--- src/rtl/branch_resolve_ctrl.sv ---
// branch_resolve_ctrl
// Resolves one conditional branch per handshake for the execute stage.
// It compares the computed direction with the fetch-time prediction and
// trains a 2-bit saturating branch history table (BHT). On a misprediction
// it holds a redirect request toward IF until IF accepts it.
// Optional build macro BRANCH_RESOLVE_PERF_EN adds two 32-bit counters:
// one counts resolved branches and one counts mispredictions.

module branch_resolve_ctrl #(
  parameter int BHT_IDX_W = 6,
  parameter int XLEN      = 64
) (
  input  logic            clk,
  input  logic            rst_n,
  input  logic            in_valid_i,
  output logic            in_ready_o,
  input  logic [XLEN-1:0] in_pc_i,
  input  logic [XLEN-1:0] in_reg1_i,
  input  logic [XLEN-1:0] in_reg2_i,
  input  logic [2:0]      in_type_i,
  input  logic [XLEN-1:0] in_imm_i,
  input  logic            in_pred_taken_i,
  input  logic            flush_i,
  output logic            res_valid_o,
  output logic            res_taken_o,
  output logic            res_mispred_o,
  output logic            redir_valid_o,
  input  logic            redir_ready_i,
  output logic [XLEN-1:0] redir_pc_o,
  input  logic [XLEN-1:0] lkp_pc_i,
  output logic            lkp_taken_o
`ifdef BRANCH_RESOLVE_PERF_EN
  ,
  output logic [31:0]     perf_branches_o,
  output logic [31:0]     perf_mispreds_o
`endif
);

  localparam int BHT_N = 1 << BHT_IDX_W;

  // Branch type encoding
  localparam logic [2:0] T_EQ  = 3'b001;
  localparam logic [2:0] T_GE  = 3'b010;
  localparam logic [2:0] T_GEU = 3'b011;
  localparam logic [2:0] T_LT  = 3'b100;
  localparam logic [2:0] T_LTU = 3'b101;
  localparam logic [2:0] T_NE  = 3'b110;

  typedef enum logic [1:0] {
    S_IDLE  = 2'd0,
    S_EVAL  = 2'd1,
    S_REDIR = 2'd2
  } state_e;

  state_e          state_q;
  logic [XLEN-1:0] pc_q;
  logic [XLEN-1:0] reg1_q;
  logic [XLEN-1:0] reg2_q;
  logic [2:0]      type_q;
  logic [XLEN-1:0] imm_q;
  logic            pred_q;
  logic [XLEN-1:0] redir_pc_q;

  logic            taken_d;
  logic            type_ok_d;
  logic            mispred_d;
  logic [XLEN-1:0] target_d;
  logic            eval_fire_d;
  logic            bht_upd_d;
  logic [BHT_IDX_W-1:0] upd_idx_d;
  logic [BHT_IDX_W-1:0] lkp_idx_d;

  logic [1:0] bht_q [BHT_N];
  logic [1:0] bht_d [BHT_N];

  // The upper and lower lookup PC bits do not select a BHT entry.
  logic unused_lkp_bits;
  assign unused_lkp_bits = ^{lkp_pc_i[XLEN-1:BHT_IDX_W+2], lkp_pc_i[1:0]};

  // Compare the captured operands and derive the direction, target and misprediction flag.
  always_comb begin
    taken_d   = 1'b0;
    type_ok_d = 1'b1;
    case (type_q)
      T_EQ:    taken_d = (reg1_q == reg2_q);
      T_GE:    taken_d = !($signed(reg1_q) < $signed(reg2_q));
      T_GEU:   taken_d = !(reg1_q < reg2_q);
      T_LT:    taken_d = ($signed(reg1_q) < $signed(reg2_q));
      T_LTU:   taken_d = (reg1_q < reg2_q);
      T_NE:    taken_d = (reg1_q != reg2_q);
      default: type_ok_d = 1'b0;
    endcase
    // Both the taken and the fall-through target wrap modulo 2^XLEN.
    target_d    = taken_d ? (pc_q + imm_q) : (pc_q + XLEN'(4));
    mispred_d   = taken_d ^ pred_q;
    // A flush in the evaluation cycle cancels every visible effect.
    eval_fire_d = (state_q == S_EVAL) && !flush_i;
    bht_upd_d   = eval_fire_d && type_ok_d;
    upd_idx_d   = pc_q[BHT_IDX_W+1:2];
    lkp_idx_d   = lkp_pc_i[BHT_IDX_W+1:2];
  end

  assign in_ready_o    = rst_n && (state_q == S_IDLE);
  assign res_valid_o   = eval_fire_d;
  assign res_taken_o   = eval_fire_d && taken_d;
  assign res_mispred_o = eval_fire_d && mispred_d;
  assign redir_valid_o = (state_q == S_REDIR) && !flush_i;
  assign redir_pc_o    = redir_pc_q;
  // Reads the current array contents, so a same-cycle update is not yet visible.
  assign lkp_taken_o   = bht_q[lkp_idx_d][1];

  // Control FSM: captures the request, evaluates it for one cycle, and holds the redirect.
  always_ff @(posedge clk or negedge rst_n) begin
    if (!rst_n) begin
      state_q    <= S_IDLE;
      pc_q       <= '0;
      reg1_q     <= '0;
      reg2_q     <= '0;
      type_q     <= '0;
      imm_q      <= '0;
      pred_q     <= 1'b0;
      redir_pc_q <= '0;
    end else begin
      case (state_q)
        S_IDLE: begin
          // A flush here refers to older work; it does not block a new branch.
          if (in_valid_i) begin
            pc_q    <= in_pc_i;
            reg1_q  <= in_reg1_i;
            reg2_q  <= in_reg2_i;
            type_q  <= in_type_i;
            imm_q   <= in_imm_i;
            pred_q  <= in_pred_taken_i;
            state_q <= S_EVAL;
          end
        end
        S_EVAL: begin
          if (flush_i) begin
            state_q <= S_IDLE;
          end else if (mispred_d) begin
            redir_pc_q <= target_d;
            state_q    <= S_REDIR;
          end else begin
            state_q <= S_IDLE;
          end
        end
        S_REDIR: begin
          if (flush_i || redir_ready_i) begin
            state_q <= S_IDLE;
          end
        end
        default: state_q <= S_IDLE;
      endcase
    end
  end

  // Saturating next-state for each BHT entry; only the addressed entry moves.
  generate
    for (genvar gi = 0; gi < BHT_N; gi++) begin : g_bht_next
      always_comb begin
        bht_d[gi] = bht_q[gi];
        if (bht_upd_d && (upd_idx_d == BHT_IDX_W'(gi))) begin
          if (taken_d) begin
            bht_d[gi] = (bht_q[gi] == 2'b11) ? 2'b11 : bht_q[gi] + 2'b01;
          end else begin
            bht_d[gi] = (bht_q[gi] == 2'b00) ? 2'b00 : bht_q[gi] - 2'b01;
          end
        end
      end
    end
  endgenerate

  // BHT storage: every entry starts weakly not-taken.
  always_ff @(posedge clk or negedge rst_n) begin
    if (!rst_n) begin
      for (int i = 0; i < BHT_N; i++) begin
        bht_q[i] <= 2'b01;
      end
    end else begin
      for (int i = 0; i < BHT_N; i++) begin
        bht_q[i] <= bht_d[i];
      end
    end
  end

`ifdef BRANCH_RESOLVE_PERF_EN
  logic [31:0] perf_branches_q;
  logic [31:0] perf_mispreds_q;

  // Count resolved branches and mispredictions with valid types; both counters wrap.
  always_ff @(posedge clk or negedge rst_n) begin
    if (!rst_n) begin
      perf_branches_q <= '0;
      perf_mispreds_q <= '0;
    end else if (bht_upd_d) begin
      perf_branches_q <= perf_branches_q + 32'd1;
      if (mispred_d) begin
        perf_mispreds_q <= perf_mispreds_q + 32'd1;
      end
    end
  end

  assign perf_branches_o = perf_branches_q;
  assign perf_mispreds_o = perf_mispreds_q;
`endif

endmodule

--- config.mk ---
export PLATFORM = sky130hd
export DESIGN_NAME = branch_resolve_ctrl
export DESIGN_NICKNAME = d
export VERILOG_FILES = /design/src/rtl/branch_resolve_ctrl.sv
export SDC_FILE = /design/constraint.sdc
export NUM_CORES = 1
export LEC_CHECK = 0
export CAP_MARGIN = 20
export CORE_MARGIN = 3
export CORE_UTILIZATION = 50
export CTS_CLUSTER_DIAMETER = 100
export CTS_CLUSTER_SIZE = 14
export DETAILED_ROUTE_END_ITERATION = 12
export PLACE_DENSITY = 0.75
export SYNTH_ARGS = -nofsm -noshare
export SYNTH_HDL_FRONTEND = slang
export SYNTH_SLANG_ARGS = --single-unit
--- constraint.sdc ---
create_clock -name clk -period 7.75 [get_ports clk]
set_clock_uncertainty 0.05 [all_clocks]
set_input_delay 1.55 -clock clk [delete_from_list [all_inputs] [get_ports clk]]
set_output_delay 1.55 -clock clk [all_outputs]
set_load 0.01 [all_outputs]
# Word-level counts from Yosys, hierarchy flattened

Index checks and enable logic that the tools add are counted.
W data, S select, Z words.

Flip-flop bits (word level): 454
Input bits: 329
Output and inout port bits: 70
Word-level logic and storage cells: 694

Add/subtract/negate cells: 130
Magnitude comparators: 3
Eq/ne operators: 139
Mux-type cells: 203
Bitwise gates (word level): 3
Reduce and logical (&&, ||, !) cells: 144

Operators with widths:

| kind                    | count |
|---|---|
| $mux W2                 | 198 |
| $eq A6 B6 Y1 const B    | 32 |
| $eq A2 B2 Y1 const B    | 65 |
| $logic_not A2 Y1        | 65 |
| $add A2 B1 Y2 const B   | 64 |
| $lt A64 B64 Y1          | 2 |
| $sub A2 B1 Y2 const B   | 64 |
| $eq A6 B5 Y1 const B    | 16 |
| $logic_and A1 B1 Y1     | 70 |
| $add A64 B3 Y64 const B | 1 |
| $add A64 B64 Y64        | 1 |
| $eq A64 B64 Y1          | 1 |
| $mux W64                | 1 |
| $ne A64 B64 Y1          | 1 |
| $eq A6 B4 Y1 const B    | 8 |
| $eq A6 B3 Y1 const B    | 4 |
| $bmux W2 S6             | 1 |
| $eq A6 B2 Y1 const B    | 2 |
| $eq A3 B3 Y1 const B    | 3 |
| $ge A7 B7 Y1 const B    | 1 |
| $not A6 Y7              | 1 |
| $eq A3 B2 Y1 const B    | 2 |
| $eq A6 B1 Y1 const B    | 1 |
| $logic_not A6 Y1        | 1 |
| 14 further kinds        | 17 |

# Depth between registers and ports, before layout

Depth in word-level cells: 7
Gate-level depth with buffers: 17
Depth with buffers taken out: 14

# Least setup slack after synthesis

Ideal clock, no wire load.

Path kind: input -> output
Start: input lkp_pc_i[2]
End: output lkp_taken_o
Arrival: 3,990 ps
Data required time: 6,150 ps
Setup slack: 2,160 ps
Stages on the path: 5
Buffers on the path: 2
Cell sequence: clkbuf_1 > buf_1 > mux4_2 > mux4_2 > mux4_2

Longest elaborated chain between the ends: 4

RTL lines:

| what                                        | RTL line | source |
|---|---|---|
| from (decl)                                 | 30       | `input logic [XLEN-1:0] lkp_pc_i,` |
| $not A6 Y7 (not written as such)            | 110      | `assign lkp_taken_o = bht_q[lkp_idx_d][1];` |
| $bmux W2 S6                                 | 110      |  |
| $mux W2 (not written as such) (2 in series) | 110      |  |
| to (decl)                                   | 31       | `output logic lkp_taken_o` |

Every way passes these cells. The select of a mux whose other input is x is not followed.

# Worst setup path in the final report

Start: register reg1_q[46]
End: output res_mispred_o

Longest elaborated chain between the ends: 5
Elaborated cells on any way between the ends: 9
Those cells by class: order compare (2); eq/ne (2); mux (1); bitwise (1); reduce/logical (3)

RTL lines:

| what                                | RTL line | source |
|---|---|---|
| from (decl)                         | 57       | `logic [XLEN-1:0] reg1_q;` |
| from (signal assigned)              | 129      | `reg1_q <= in_reg1_i;` |
| $lt A64 B64 Y1 (on tied branches)   | --       |  |
| $logic_not A1 Y1 (on tied branches) | 87, 86   |  |
| $pmux W1 S6 (*)                     | 84       | `case (type_q)` |
| $xor A1 B1 Y1 (*)                   | 95       | `mispred_d = taken_d ^ pred_q;` |
| $logic_and A1 B1 Y1 (*)             | 106      | `assign res_mispred_o = eval_fire_d && mispred_d;` |
| to (decl)                           | 26       | `output logic res_mispred_o,` |

Every way passes the cells marked *; elsewhere a longest branch is shown, timed or not.

==> key figures <==
Run status
  – Status: complete, no violations

Floorplan
  – Die area: 54700 sq um
  – Initial Util: 0.512
  – Row count: 82
  – Die Y: between 200 and 250 um
  – Core area: around 51000 sq um
  – Top-Level Pins: around 400
  – Die X: around 230 um

Clocking
  – # Post-CTS Setup Buffers: 0
  – Worst skew pair latency: 580 ps
  – Worst-path clk slew: ~70 ps
  – Post-CTS sizing: 0
  – H-tree depth: 2
  – CTS tree: done
  – Root Driver: clkbuf_16
  – CTS Buf Count: 38
  – Num Clock Sinks: roughly 450
  – Deepest clock path buffer count: 3
  – Post-CTS Hold Fix Bufs: 0

Route
  – Vias per Instance: approximately 6
  – First-pass DRT Iterations: 6
  – Uppermost layer routed: met5
  – Vias: ~22k
  – DR iter-0 viols: about 1.9k
  – Met3 routed WL: 5510 um
  – Detailed Route WL: between 70000 and 80000 um
  – Avg WL per Cell: roughly 20 um
  – Routed wl met2: around 35000 um
  – Detail Route Antenna Nets: 0
  – DRT met1 WL: just over 30000 um
  – DRC viols: 0

STA
  – Post-route setup slack: 1200 ps
  – Setup TNS Final: 0 ps
  – # setup viols final: 0
  – Min cycle time layout: around 6600 ps
  – RSZ-0062 raised after global routing: false
  – Final Max Slew Viols: 0
  – Final worst-path cycle share: 0.846
  – Worst slew margin: 0.321
  – Hold Fails Final Rpt: 0
  – Peak Freq: approximately 150 MHz
  – Worst Tran Pin Value: around 1000 ps

Placement
  – I/O Buffers: 340
  – DP Worst Slack: around 1500 ps
  – Dpl hpwl: 52800 um
  – Placed Cells: between 3k and 4k
  – Routability Congestion: roughly 0.93

Hold path
  – Type of the most critical hold path: flop to flop
  – Cells on Worst Hold Path: 2

Layout
  – Util after Layout: 0.611
  – Layout fillers: 4192
  – Nets: ~3.5k
  – Area delta synth->final: 19.4%
  – Layout cells sized above 1: 0.135
  – Final std cells w/o fill: approximately 3.7k

Global routing
  – First-pass GRT wire length: ~120000 um
  – Largest net degree at the start of global routing: 200
  – Vias in the first global route: about 22k
  – GRT Total Usage: 0.266
  – Initial antenna violation count: 16
  – Aggregate global routing overflow: 0

Power
  – P per Cell Area: between 400 and 500 nW/um^2
  – VDD IR-drop max: just under 600 uV
  – Tot Pwr: 0.0139 W
  – Leakage power: roughly 13 nW

Critical path
  – CP Class: flop to output port
  – Arr. time, crit path: ~5000 ps
  – Max FO, Critical Path: between 60 and 70
  – Reg2Reg Depth: 14
  – CP startpoint kind: flop
  – CP required: about 6200 ps
  – Critical Path Sink Type: output port

Synthesis
  – Synth Net Count: 3200
  – EDFF count, synth: 0
  – Yosys warns: 0
  – Top_reg_cell synth: dfrtp_1
  – Synth Instances: approximately 2.7k
  – Syn Area/Cell: about 9.5 sq um
  – Asr flop ratio synth: 1.00
  – Sequential fraction of the synthesis area: 0.441
  – Synthesized area: 25900 sq um
  – #FFs+latches synth: between 400 and 500
  – Netlist cell types: between 70 and 80

Flow run
  – Maxcap violations: 0
-- registers in the layout, summed over array words and instances, names as in the netlist --
| signal | flops |
|---|---|
| bht_q | 128 |
| imm_q | 64 |
| pc_q | 64 |
| pred_q | 1 |
| redir_pc_o | 64 |
| reg1_q | 64 |
| reg2_q | 64 |
| state_q | 2 |
| type_q | 3 |
-- cells in the mapped netlist, types with 7 or more instances --
library cell / number / share of area
dfrtp_1: 390 / 0.38
nand2_1: 343 / 0.050
a21oi_1: 308 / 0.059
nor2_1: 304 / 0.044
mux2_2: 188 / 0.082
o21ai_0: 148 / 0.029
ha_1: 131 / 0.063
nand3_1: 118 / 0.023
inv_1: 93 / 0.013
clkbuf_1: 76 / 0.011
xnor2_1: 71 / 0.024
dfstp_2: 64 / 0.065
o221a_2: 64 / 0.028
xor2_1: 44 / 0.015
a31oi_1: 40 / 0.0096
a21o_1: 39 / 0.011
buf_2: 38 / 0.0073
nand4_1: 34 / 0.0082
mux4_2: 21 / 0.018
o211ai_1: 20 / 0.0058
and3_1: 19 / 0.0046
a211oi_1: 15 / 0.0043
nor2b_1: 14 / 0.0034
nor3_1: 14 / 0.0027
nand2b_1: 10 / 0.0024
and2_1: 9 / 0.0022
o21bai_1: 9 / 0.0026
o21a_1: 8 / 0.0023
and4_1: 7 / 0.0024
o31ai_1: 7 / 0.0020
-- logic make-up (layout without fill, tap and decap cells) --
logic type / count (synthesis) / count (layout) / share of synthesized area
simple gates: 903 / 903 / 0.151
compound gates: 704 / 704 / 0.169
flops: 454 / 454 / 0.441
buf+inv: 218 / 510 / 0.0344
mux: 213 / 213 / 0.102
fa+ha+maj: 132 / 132 / 0.0639
xor+xnor: 115 / 115 / 0.0388
other cells: 0 / 7 / 0
-- per-layer routing --
metal,track usage,vias to the layer above
li1,-,10300
met1,0.349,10800
met2,0.437,769
met3,0.0611,171
met4,0.0912,18
met5,0,-
-- through the flow --
| stage | cell area [sq um] | hold WS, ps |
|---|---|---|
| finish | 31000 | 432 |
| global route | 31000 | 450 |
| CTS | 30900 | 433 |
| global placement | 29800 | 407 |
| floorplan | 25900 | 435 |
| detailed placement | 29800 | 413 |
-- worst max-delay path, stage by stage (launching register included) --
cell and delay [ps]:
dfrtp_1 390, ha_1 320, nand4_1 160, nor4_1 670, nand4_1 270, or3_1 430
nand2_1 90, o31ai_1 70, a32o_1 290, a21oi_4 280, mux2i_4 250, buf_4 550
inv_2 70, clkdlybuf4s50_1 510
-- cell usage in the layout, fill, tap and decap left out, types with 9 or more instances in the layout --
| cell type | count |
|---|---|
| xor2_1 | 44 |
| o211ai_1 | 20 |
| o21bai_1 | 9 |
| nor2_1 | 304 |
| mux4_2 | 21 |
| clkbuf_16 | 41 |
| ha_1 | 131 |
| and3_1 | 19 |
| nand3_1 | 118 |
| dfrtp_1 | 390 |
| clkdlybuf4s50_1 | 339 |
| a211oi_1 | 15 |
| a21oi_1 | 308 |
| mux2_2 | 188 |
| o221a_2 | 64 |
| dfstp_2 | 64 |
| nand4_1 | 34 |
| a31oi_1 | 40 |
| nor3_1 | 14 |
| a21o_1 | 38 |
| nor2b_1 | 14 |
| inv_1 | 93 |
| nand2b_1 | 10 |
| xnor2_1 | 71 |
| nand2_1 | 343 |
| and2_1 | 9 |
| clkbuf_1 | 21 |
| o21ai_0 | 148 |
-- layout make-up --
class | instances | area (sq um) | area share
multi-input cells | 2067 | 13600 | 0.440
inverters | 94 | 353 | 0.0114
clock buffers | 62 | 1100 | 0.0357
repair buffers | 353 | 3580 | 0.115
well taps | 672 | 841 | 0.0271
clock inverters | 1 | 8.76 | 0.000283
diodes | 7 | 17.5 | 0.000566
flip-flops and latches | 454 | 11400 | 0.369
-- where the power goes --
part	switching, W	internal (W)	total, W
clock network	0.000899	0.000975	0.00187
registers	0.000743	0.00323	0.00397
logic	0.00472	0.00333	0.00805
-- path summary, 6_finish.rpt --
path / from / to / slack, ps
max in group asynchronous: rst_n / reg2_q[54] / 4620
min reg2reg: redir_pc_o[57] / redir_pc_o[57] / 430
max: reg1_q[46] / res_mispred_o / 1200
max reg2reg: reg1_q[46] / redir_pc_o[26] / 2910
min: redir_pc_o[57] / redir_pc_o[57] / 430
min in group asynchronous: rst_n / pc_q[46] / 970
(Power assumes the default switching activity.)
